--- src/rtl/keypad_operand_capture.sv ---
// keypad_operand_capture
// Turns debounced keypad presses into two decimal operands and an operator
// for the calculator datapath, and issues a one-cycle start strobe on equals.
//
// Ports:
//   clk        system clock
//   reset      asynchronous active-low reset
//   key_code   key code from the scanner, valid while key_valid=1
//   key_valid  high while a key is held
//   operand_a  first operand, unsigned binary
//   operand_b  second operand, unsigned binary
//   op_sel     00 add, 01 subtract, 10 multiply
//   calc_start one-cycle strobe, operands/op_sel frozen
//   entry_val  operand currently being typed (display)
//   digit_cnt  digits entered in the current operand
//   phase      00 ENTER_A, 01 ENTER_B, 10 RESULT
module keypad_operand_capture #(
    parameter int unsigned MAX_DIGITS = 3,
    parameter int unsigned OPW        = 10
) (
    input  logic           clk,
    input  logic           reset,
    input  logic [3:0]     key_code,
    input  logic           key_valid,
    output logic [OPW-1:0] operand_a,
    output logic [OPW-1:0] operand_b,
    output logic [1:0]     op_sel,
    output logic           calc_start,
    output logic [OPW-1:0] entry_val,
    output logic [1:0]     digit_cnt,
    output logic [1:0]     phase
);

    localparam int unsigned CNT_W = 2;

    typedef enum logic [1:0] {
        ENTER_A = 2'b00,
        ENTER_B = 2'b01,
        RESULT  = 2'b10
    } phase_t;

    phase_t           state_q, state_d;
    logic [OPW-1:0]   a_q, a_d;
    logic [OPW-1:0]   b_q, b_d;
    logic [1:0]       op_q, op_d;
    logic [CNT_W-1:0] cnt_q, cnt_d;
    logic             start_q, start_d;
    logic [OPW-1:0]   entry_q, entry_d;
    logic             key_valid_q;
    logic             rel_q;
    logic             press_c;
    logic             cnt_room_c;
    logic [OPW-1:0]   digit_c;

    // Rising edge of key_valid; rel_q masks the first cycle after reset
    // release so a key held through reset does not count as a press.
    assign press_c    = key_valid & ~key_valid_q & rel_q;
    assign cnt_room_c = (cnt_q < CNT_W'(MAX_DIGITS));
    assign digit_c    = OPW'(key_code);

    // Press detection history and reset-release qualifier
    always_ff @(posedge clk or negedge reset) begin
        if (!reset) begin
            key_valid_q <= 1'b0;
            rel_q       <= 1'b0;
        end else begin
            key_valid_q <= key_valid;
            rel_q       <= 1'b1;
        end
    end

    // State and output registers
    always_ff @(posedge clk or negedge reset) begin
        if (!reset) begin
            state_q <= ENTER_A;
            a_q     <= '0;
            b_q     <= '0;
            op_q    <= 2'b00;
            cnt_q   <= '0;
            start_q <= 1'b0;
            entry_q <= '0;
        end else begin
            state_q <= state_d;
            a_q     <= a_d;
            b_q     <= b_d;
            op_q    <= op_d;
            cnt_q   <= cnt_d;
            start_q <= start_d;
            entry_q <= entry_d;
        end
    end

    // Entry state machine: next state and next register values per key
    always_comb begin
        state_d = state_q;
        a_d     = a_q;
        b_d     = b_q;
        op_d    = op_q;
        cnt_d   = cnt_q;
        start_d = 1'b0;

        if (press_c) begin
            if (key_code <= 4'h9) begin
                unique case (state_q)
                    ENTER_A: begin
                        if (cnt_room_c) begin
                            a_d   = OPW'(a_q * OPW'(10)) + digit_c;
                            cnt_d = cnt_q + CNT_W'(1);
                        end
                    end
                    ENTER_B: begin
                        if (cnt_room_c) begin
                            b_d   = OPW'(b_q * OPW'(10)) + digit_c;
                            cnt_d = cnt_q + CNT_W'(1);
                        end
                    end
                    RESULT: begin
                        // New calculation starts with this digit
                        a_d     = digit_c;
                        b_d     = '0;
                        op_d    = 2'b00;
                        cnt_d   = CNT_W'(1);
                        state_d = ENTER_A;
                    end
                    default: state_d = ENTER_A;
                endcase
            end else if (key_code <= 4'hC) begin
                // Operator: A moves to B; B may still change its mind
                // until the first B digit
                if (state_q == ENTER_A) begin
                    op_d    = 2'(key_code - 4'hA);
                    cnt_d   = '0;
                    state_d = ENTER_B;
                end else if (state_q == ENTER_B && cnt_q == '0) begin
                    op_d = 2'(key_code - 4'hA);
                end
            end else if (key_code == 4'hD) begin
                a_d     = '0;
                b_d     = '0;
                op_d    = 2'b00;
                cnt_d   = '0;
                state_d = ENTER_A;
            end else if (key_code == 4'hE) begin
                if (state_q == ENTER_B) begin
                    state_d = RESULT;
                    start_d = 1'b1;
                end
            end
        end

        entry_d = (state_d == ENTER_A) ? a_d : b_d;
    end

    assign operand_a  = a_q;
    assign operand_b  = b_q;
    assign op_sel     = op_q;
    assign calc_start = start_q;
    assign entry_val  = entry_q;
    assign digit_cnt  = cnt_q;
    assign phase      = state_q;

endmodule

--- config.mk ---
export PLATFORM = sky130hd
export DESIGN_NAME = keypad_operand_capture
export DESIGN_NICKNAME = d
export VERILOG_FILES = /design/src/rtl/keypad_operand_capture.sv
export SDC_FILE = /design/constraint.sdc
export NUM_CORES = 1
export LEC_CHECK = 0
export CAP_MARGIN = 20
export CELL_PAD_IN_SITES_DETAIL_PLACEMENT = 1
export CELL_PAD_IN_SITES_GLOBAL_PLACEMENT = 1
export CORE_MARGIN = 5
export CORE_UTILIZATION = 38
export CTS_CLUSTER_SIZE = 10
export DETAILED_ROUTE_END_ITERATION = 16
export GPL_TIMING_DRIVEN = 0
export PLACE_DENSITY_LB_ADDON = 0.1
export SETUP_SLACK_MARGIN = 0.4
export SLEW_MARGIN = 20
export SYNTH_ARGS = -nofsm -noshare
export SYNTH_HDL_FRONTEND = slang
export SYNTH_SLANG_ARGS = --single-unit
--- constraint.sdc ---
create_clock -name clk -period 2.6 [get_ports clk]
set_input_delay 0.65 -clock clk [delete_from_list [all_inputs] [get_ports clk]]
set_output_delay 0.65 -clock clk [all_outputs]
set_load 0.01 [all_outputs]
==> impl_results.md <==
- Mapped Cells: roughly 300
- Share of cells above drive strength 1: 0.392
- Adder-Cell Fraction of Synth Area: 0.178
- Clock Pin Slew Worst Setup and Hold Paths: 80 ps
- Mux cell area share after synthesis: 0.0584
- GRT Total Usage: 0.168
- Reg power frac: 0.185
- Placer Congestion: 0.769
- Minimum clock period: between 2000 and 3000 ps
- Ys async rst share: 1.00
- Yosys reg bits: 39
- Final instance area: between 4000 and 5000 µm²
- Wire per inst: roughly 18 µm
- DRC: 0
- Switching Share: 0.429
- Placed Instances: 438
- Pin count of the biggest net entering global routing: 23
- Tcrit/Tclk final: 0.974
- Post-route insts no fill: 472
- Sequential area share after synthesis: 0.335
- Maximum clock rate: 395 MHz
- Synthesized cell area: 2910 µm²
- Clock sink count: 39
- I/O Buffers: 42
- Synth Area in Simple Gates: 0.148
- Kind of critical path: flop to flop
- Worst r2r src: operand_a[1]
- Number of global-route vias before repair: around 2600
- CTS Hold Bufs: 0
- RSZ-0062 raised after global routing: true
- Worst slew pin tran: 496 ps
- Layout area overhead: 44.7%
- Drt first pass iters: 4
- Synth Area in XOR/XNOR: 0.0696
- Synth unique cells: 48
- Initial core utilization: 0.383
- WL final: 8390 µm
- Final Max Tran Viols: 0
- Leakage: about 1.8 nW
- Vias/cell: 5.21
- Post-DP HPWL: 6050 µm
- Max VDD drop: slightly above 0.5 mV
- Crit. Startpoint: operand_a[1]
- WP data required: 2780 ps
- Synth top cells by count: 39 x dfrtp_1, 36 x nand2_1, 35 x ha_1
- Synth top area cells: dfrtp_1 34%, ha_1 15%, mux2_4 5.2%, nand2_1 4.6%, o21ai_0 4.0%
- Initial antenna violation count: 0
- Die H: 97.5 µm
- Pwr per Cell Area: 1400 nW/µm²
- CTS buffer count: 5
- Clk Latency, worst-skew pair: approximately 290 ps
- Internal: around 3.4 mW
- Row count: 32
- Final ANT Viol Nets: 0
- Synth Warn #: 0
- Fillers: 850
- Post-synth EDFFs: 0
- Comb power frac: 0.729
- Setup ws final: 68.4 ps
- Die area: approximately 9500 µm²
- Switching pwr: 2.52 mW
- Iteration-0 DRC Markers: 52
- Share of power burned in the clock network: 0.086
- First-pass GRT wire length: 13100 µm
- TritonCTS clock tree: built
- Die width: 97.5 µm
- I/O pins: 44
- Congestion Overflow GR: 0
- Via Count: 2460
- N_diodes: 0
- Worst Hold Class: primary input to async pin
- Relative slew slack: 0.667
- Final nets: between 400 and 500
- Crit end category: flop
- Final Hold Fails: 0
- Worst-path fanout max: 2
- Main combinational cell family by area after synthesis: compound AO/OA/AOI/OAI gates
- Area leader, netlist: dfrtp_1
- H-tree levels: 2
- Syn Nets: 339
- DP Worst Slack: -463 ps
- Startpoint Class: flop
- Predominant post-synthesis flop cell: dfrtp_1
- Synth top area share: 0.335
- Compound-gate portion of the synthesized area: 0.178
- Outcome: finished, final reports clean
- Final worst clock skew: 6.29 ps
- Max-cap violations: 0
- Synth Area per Inst: approximately 9.9 µm²
- Final setup fails: 0
- Core area: 7610 µm²
- Root Buffer: clkbuf_8
- Area after DPL: 3580 µm²
- Longest Clk Path Bufs: 2
- CP arrival: ~2700 ps
- Top-count cell post-synth: dfrtp_1
- Worst reg2reg path depth: 10
==> critical path: stages, from the launching register on <==
cell and delay [ps]:
dfrtp_2 440, ha_4 250, ha_4 160, fa_2 360, a21o_1 210, a21oi_2 170
xor2_2 200, nor3_2 60, xnor3_1 230, o21ai_2 70, mux2_4 260
==> cells by family after synthesis <==
group           after synthesis
xor+xnor                     20
flops                        39
fa+ha+maj                    39
mux                          12
simple gates                 88
other cells                   1
buf+inv                      16
compound gates               78
==> stage by stage <==
step | power [mW] | hold slack, ps | utilization | setup TNS, ps
floorplan | 3.48 | 354 | - | 0
global placement | 4.43 | 483 | 0.468 | -13300
detailed placement | 4.54 | 501 | 0.471 | -7470
CTS | 5.50 | 320 | 0.517 | 0
global route | 6.36 | 331 | 0.554 | -12.1
finish | 5.89 | 319 | 0.554 | 0
==> power by group through the flow <==
stage	Sequential (mW)	Combinational (mW)	Clock [mW]
floorplan	1.16	2.32	0
CTS	1.10	3.87	0.523
global placement	1.13	3.30	0
finish	1.09	4.29	0.506
detailed placement	1.14	3.40	0
global route	1.13	4.67	0.560
==> per-layer routing <==
layer	vias up	part of all wire	wire length (µm)	global-route usage
li1	1182	-	-	-
met1	1225	0.45	3790	0.219
met3	8	0.033	279	0.0330
met2	45	0.50	4240	0.288
met4	0	0.0094	79	0.0394
met5	-	0	0	0
==> worst paths after layout <==
kind / end / slack, ps
max: entry_val[9] / 70
min: operand_b[6] / 320
max reg2reg: entry_val[9] / 70
min reg2reg: operand_b[9] / 510
max in group asynchronous: operand_a[4] / 1780
min in group clk: operand_b[9] / 510
==> cell type report <==
| cell class | count | area, µm² | share of cell area |
|---|---|---|---|
| clock inverter | 3 | 43.8 | 0.0104 |
| tap | 102 | 128 | 0.0303 |
| multi-input combinational | 239 | 2230 | 0.529 |
| buffer | 10 | 92.6 | 0.0220 |
| inverter | 6 | 22.5 | 0.00535 |
| clock buffer | 5 | 68.8 | 0.0163 |
| sequential | 39 | 988 | 0.235 |
| timing repair buffer | 68 | 639 | 0.152 |
==> layout by cell type, fill, tap and decap left out, drive strengths merged, types with 2 or more instances in the layout <==
cell type      instances
a211o                  2
a211oi                 5
a21o                   5
a21oi                 19
a22o                   4
and2                   3
buf                   38
clkbuf                 6
clkdlybuf4s50         37
clkinv                 2
dfrtp                 39
fa                     4
ha                    35
inv                    6
mux2                  10
mux2i                  2
nand2                 37
nand2b                 5
nand3                  5
nand4                  2
nor2                  19
nor2b                  7
nor3                   5
o211ai                 2
o21a                   3
o21ai                 33
o31ai                  3
or2                    2
xnor2                  7
xnor3                  2
xor2                  11
==> flip-flops by register name, indices dropped and copies added (netlist names), 2 cells and up <==
| name | cells |
|---|---|
| digit_cnt | 2 |
| op_sel | 2 |
| phase | 2 |
| operand_a | 10 |
| entry_val | 10 |
| operand_b | 10 |
==> repair_timing <==
action	in CTS	in global routing
setup buffers	14	10
resized for setup	49	51
endpoints found under the hold margin	0	0
gates cloned	1	1
endpoints found under the setup margin	32	17
pin swaps	12	23
Note: power is estimated with default switching activity, not from simulation.
